File: src/rtl/control_sequencer.sv
// control_sequencer: programmable per-mode step table driving registered datapath control words
module control_sequencer #(
  parameter int CTRL_W = 4,
  parameter int NUM_STEPS = 4,
  parameter int MODE_W = 1,
  parameter int HOLD_W = 4,
  localparam int STEP_W = $clog2(NUM_STEPS)
) (
  input  logic              clock,
  input  logic              reset,
  input  logic              start,
  input  logic              abort,
  input  logic [MODE_W-1:0] mode,
  input  logic              cfg_we,
  input  logic [MODE_W-1:0] cfg_mode,
  input  logic [STEP_W-1:0] cfg_step,
  input  logic [CTRL_W-1:0] cfg_word,
  input  logic [HOLD_W-1:0] cfg_hold,
  output logic [CTRL_W-1:0] out,
  output logic [STEP_W-1:0] step,
  output logic              busy,
  output logic              done
);
  localparam int ENT = (2 ** MODE_W) * NUM_STEPS;
  localparam int IDX_W = $clog2(ENT);
  typedef enum logic [1:0] {S_IDLE, S_RUN, S_FIN} state_t;
  state_t state, state_n;
  logic [CTRL_W+HOLD_W-1:0] tbl [ENT];
  logic [CTRL_W+HOLD_W-1:0] rd_ent;
  logic [MODE_W-1:0] mode_q, mode_n, rd_mode;
  logic [STEP_W-1:0] step_n, rd_step;
  logic [HOLD_W-1:0] cnt, cnt_n;
  logic [CTRL_W-1:0] out_n;
  logic [IDX_W-1:0] rd_idx, wr_idx;
  logic wr_ok;
  // Table lookup for the entry about to be entered: step 0 of the requested mode in IDLE, the next step of the latched mode in RUN
  always_comb begin
    rd_mode = (state == S_IDLE) ? mode : mode_q;
    rd_step = (state == S_IDLE) ? '0 : step + 1'b1;
    rd_idx = IDX_W'(32'(rd_mode) * NUM_STEPS + 32'(rd_step));
    rd_ent = tbl[rd_idx];
    wr_idx = IDX_W'(32'(cfg_mode) * NUM_STEPS + 32'(cfg_step));
    wr_ok = cfg_we && (32'(cfg_step) < NUM_STEPS);
  end
  // Next-state and next-output logic; abort outranks dwell expiry and step advance
  always_comb begin
    state_n = state;
    mode_n = mode_q;
    step_n = step;
    cnt_n = cnt;
    out_n = out;
    if (state == S_IDLE) begin
      if (start) begin
        state_n = S_RUN;
        mode_n = mode;
        step_n = '0;
        out_n = rd_ent[CTRL_W+HOLD_W-1:HOLD_W];
        cnt_n = rd_ent[HOLD_W-1:0];
      end
    end else if (state == S_RUN) begin
      if (abort) begin
        state_n = S_IDLE;
        step_n = '0;
        out_n = '0;
        cnt_n = '0;
      end else if (cnt != '0) begin
        cnt_n = cnt - 1'b1;
      end else if (32'(step) == NUM_STEPS - 1) begin
        state_n = S_FIN;
        step_n = '0;
        out_n = '0;
      end else begin
        step_n = step + 1'b1;
        out_n = rd_ent[CTRL_W+HOLD_W-1:HOLD_W];
        cnt_n = rd_ent[HOLD_W-1:0];
      end
    end else begin
      state_n = S_IDLE;
    end
  end
  // Sequencer state and registered outputs
  always_ff @(posedge clock or posedge reset) begin
    if (reset) begin
      state <= S_IDLE;
      mode_q <= '0;
      step <= '0;
      cnt <= '0;
      out <= '0;
      busy <= 1'b0;
      done <= 1'b0;
    end else begin
      state <= state_n;
      mode_q <= mode_n;
      step <= step_n;
      cnt <= cnt_n;
      out <= out_n;
      busy <= (state_n == S_RUN);
      done <= (state_n == S_FIN);
    end
  end
  // Step table; out-of-range step writes are dropped so they cannot alias into another mode
  always_ff @(posedge clock or posedge reset) begin
    if (reset) begin
      for (int i = 0; i < ENT; i++) tbl[i] <= '0;
    end else if (wr_ok) begin
      tbl[wr_idx] <= {cfg_word, cfg_hold};
    end
  end
endmodule

File: config.mk
export PLATFORM = sky130hd
export DESIGN_NAME = control_sequencer
export DESIGN_NICKNAME = d
export VERILOG_FILES = /design/src/rtl/control_sequencer.sv
export SDC_FILE = /design/constraint.sdc
export NUM_CORES = 1
export LEC_CHECK = 0
export CAP_MARGIN = 40
export CORE_MARGIN = 2
export CORE_UTILIZATION = 50
export CTS_BUF_LIST = sky130_fd_sc_hd__clkbuf_16
export DETAILED_ROUTE_END_ITERATION = 12
export PLACE_DENSITY = 0.68
export SKIP_LAST_GASP = 1
export SLEW_MARGIN = 30
export SYNTH_ARGS = -nofsm -noshare
export SYNTH_HDL_FRONTEND = slang
export SYNTH_SLANG_ARGS = --single-unit
File: constraint.sdc
create_clock -name clock -period 6.5 [get_ports clock]
set_input_delay 1.3 -clock clock [delete_from_list [all_inputs] [get_ports clock]]
set_output_delay 1.3 -clock clock [all_outputs]
set_load 0.01 [all_outputs]
==> results.sh <==
export IMPL_numPortBuffers=24
export IMPL_cp_max_fo=27
export IMPL_clock_sinks=79
export IMPL_core_sq_mm=0.007727
export IMPL_die_h_microns=93.38
export IMPL_grt_util_met2_pct=32.61
export IMPL_num_vias=2799
export IMPL_ys_top_cells_by_area="dfrtp_1 (49%), mux2_2 (19%), mux2i_1 (3.5%)"
export IMPL_min_period_ps=2916
export IMPL_grt_pass1_vias=2676
export IMPL_num_rows=32
export IMPL_grt_total_usage_pct=21.91
export IMPL_rsz0062_at_grt="no"
export IMPL_yosysWarnings=0
export IMPL_grt_pass1_wl_microns=14480
export IMPL_finalSetupViolCount=0
export IMPL_hold_path_endpoint="out[3]"
export IMPL_leakagePower_nw=1.851
export IMPL_ctsHoldBuffers=0
export IMPL_clockBufferDepth=2
export IMPL_required_ps=5200
export IMPL_post_route_util_pct=59.13
export IMPL_critical_path_class="flip-flop to primary output"
export IMPL_r2r_slack_ps=4000
export IMPL_drtAntennaViolNets=0
export IMPL_cts_root_buf="clkbuf_16"
export IMPL_fmax_mhz=343.0
export IMPL_pwr_density_cell_mw_per_mm2=348.9
export IMPL_synth_mux_area_share_pct=22.12
export IMPL_timing_final_crit_share_pct=44.86
export IMPL_place_inst=440
export IMPL_synth_top_family_by_area="multiplexers"
export IMPL_grt_max_degree=80
export IMPL_fp_dieW_microns=93.38
export IMPL_cts_buffers=9
export IMPL_timing_rr_start="step[0]"
export IMPL_pin_count=25
export IMPL_cts_resized=0
export IMPL_worstHoldStart="out[3]"
export IMPL_synth_compound_area_share_pct=12.53
export IMPL_final_cell_mix="dfrtp_1 (79), mux2_2 (66), nor2_1 (24), clkdlybuf4s50_1 (24), a21oi_1 (17)"
export IMPL_hpwl_microns=5943
export IMPL_syn_nets=349
export IMPL_status="finished, final reports clean"
export IMPL_synth_cells=329
export IMPL_power_mw=1.594
export IMPL_hold_path_depth=2
export IMPL_finalHoldViolCount=0
export IMPL_synth_top_area_share_pct=49.50
export IMPL_synthAdderAreaFrac_pct=0.9398
export IMPL_grt_ovfl_total=0
export IMPL_arrival_ps=1620
export IMPL_cts_setup_buffers=0
export IMPL_initial_core_util_pct=51.68
export IMPL_post_route_drc_count=0
export IMPL_reg2reg_depth=7
export IMPL_drt_initial_drc_count=211
export IMPL_synthXorXnorAreaFrac_pct=0.2193
export IMPL_viasPerCell=6.125
export IMPL_layout_area_overhead_vs_synth_pct=14.41
export IMPL_gp_congestion=0.8291
export IMPL_yosys_register_bits=79
export IMPL_slew_headroom_pct=51.46
export IMPL_die_area_sq_mm=0.008719
export IMPL_placed_area_sq_mm=0.004265
export IMPL_drt_wl_total_microns=8870
export IMPL_diodes=0
export IMPL_routedWlPerCell_microns=19.41
export IMPL_antenna_found_initial=0
export IMPL_cp_start_kind="flip-flop"
export IMPL_final_area_sq_mm=0.004569
export IMPL_slew_violations=0
export IMPL_instances_no_fill=457
export IMPL_holdCritPathClass="flip-flop to flip-flop"
export IMPL_fin_worst_skew_ps=4.969
export IMPL_nNetsFinal=370
export IMPL_grt_use_met3_pct=3.626
export IMPL_startpoint="step[0]"
export IMPL_tns_ps=0
export IMPL_peakVddDrop_uv=171.7
export IMPL_first_pass_iters=5
export IMPL_cts_clk_slew_worst_paths_ps=60
export IMPL_ys_seq_area_share_pct=49.50
export IMPL_grt_busiest_layer="met2"
export IMPL_syn_area_sq_mm=0.003994
export IMPL_cts_tree="done"
export IMPL_synth_top_cell_by_area="dfrtp_1"
export IMPL_final_common_cell="dfrtp_1"
export IMPL_layout_drive_gt1_share_pct=28.45
export IMPL_max_cap_viol_count=0
export IMPL_worst_slew_pin_slew_ps=724.1
export IMPL_critPathCaptureType="primary output"
export IMPL_synth_simple_area_share_pct=11.12
export IMPL_worstSkewPairLatency_ps=330
export IMPL_avgSynthCellArea_sq_um=12.14
export IMPL_htree_num_levels=3
export IMPL_yosysUniqueCellTypes=50
export IMPL_r2r_end="cnt[1]"
export IMPL_use_met1_pct=32.34
cells by family (layout without fill, tap and decap cells):
group,after synthesis,in the layout
AOI/OAI and AO/OA,67,67
xor gates and xnor gates,1,1
adders and majority gates,3,3
buffers and inverters,24,50
DFF,79,79
muxes,80,80
and+or+nand+nor,75,75
how the worst max path moves through the flow:
stage,cells after the start,to
detailed placement,3,tbl[21]
global placement,3,tbl[13]
floorplan,1,busy
global route,2,step[0]
CTS,7,cnt[1]
finish,2,step[0]
layout make-up:
type	count	area, sq um
Fill cell	639	3158
Sequential cell	79	1977
Multi-Input combinational cell	226	1874
Timing Repair Buffer	27	274.0
Clock buffer	9	225.2
Tap cell	102	127.6
Clock inverter	7	63.81
Inverter	7	27.53
cell usage after synthesis (all sizes together):
| cell type | instances |
|---|---|
| a21boi | 1 |
| a21o | 1 |
| a21oi | 18 |
| a222oi | 2 |
| a2bb2oi | 5 |
| a311oi | 1 |
| a31oi | 2 |
| a32oi | 1 |
| and2b | 1 |
| buf | 15 |
| clkbuf | 2 |
| dfrtp | 79 |
| ha | 3 |
| inv | 7 |
| mux2 | 66 |
| mux2i | 14 |
| nand2 | 14 |
| nand2b | 1 |
| nand3 | 9 |
| nand4 | 1 |
| nand4b | 3 |
| nor2 | 27 |
| nor2b | 2 |
| nor3 | 4 |
| nor3b | 5 |
| nor4 | 6 |
| nor4b | 1 |
| o211ai | 5 |
| o21a | 1 |
| o21ai | 10 |
| o21ba | 1 |
| o21bai | 2 |
| o221ai | 7 |
| o22ai | 5 |
| o2bb2ai | 2 |
| o31ai | 2 |
| o32a | 1 |
| or2 | 1 |
| xor2 | 1 |
per-stage QoR:
step	setup WS, ps	hold WS, ps
floorplan	3177	465.9
global placement	3409	479.3
detailed placement	3371	483.9
CTS	3494	500.7
global route	3521	511.7
finish	3584	496.3
report_power, final:
group | switching (mW) | internal, mW | total [mW]
clock network | 0.194 | 0.295 | 0.489
logic | 0.211 | 0.210 | 0.421
registers | 0.0796 | 0.605 | 0.685
flip-flops by register name, indices dropped and copies added (netlist names):
register,count
busy,1
cnt,4
done,1
mode_q,1
out,4
state,2
step,2
tbl,64
critical path, stage by stage (launching register included):
cell,delay [ps]
dfrtp_1,320
buf_4,350
clkdlybuf4s50_1,610
layer usage:
metal	vias up	share of wire [%]
met5	-	0
met1	1437	47
li1	1262	-
met2	86	47
met4	0	1.3
met3	14	5.1
Power figures use the tool's default switching activity.
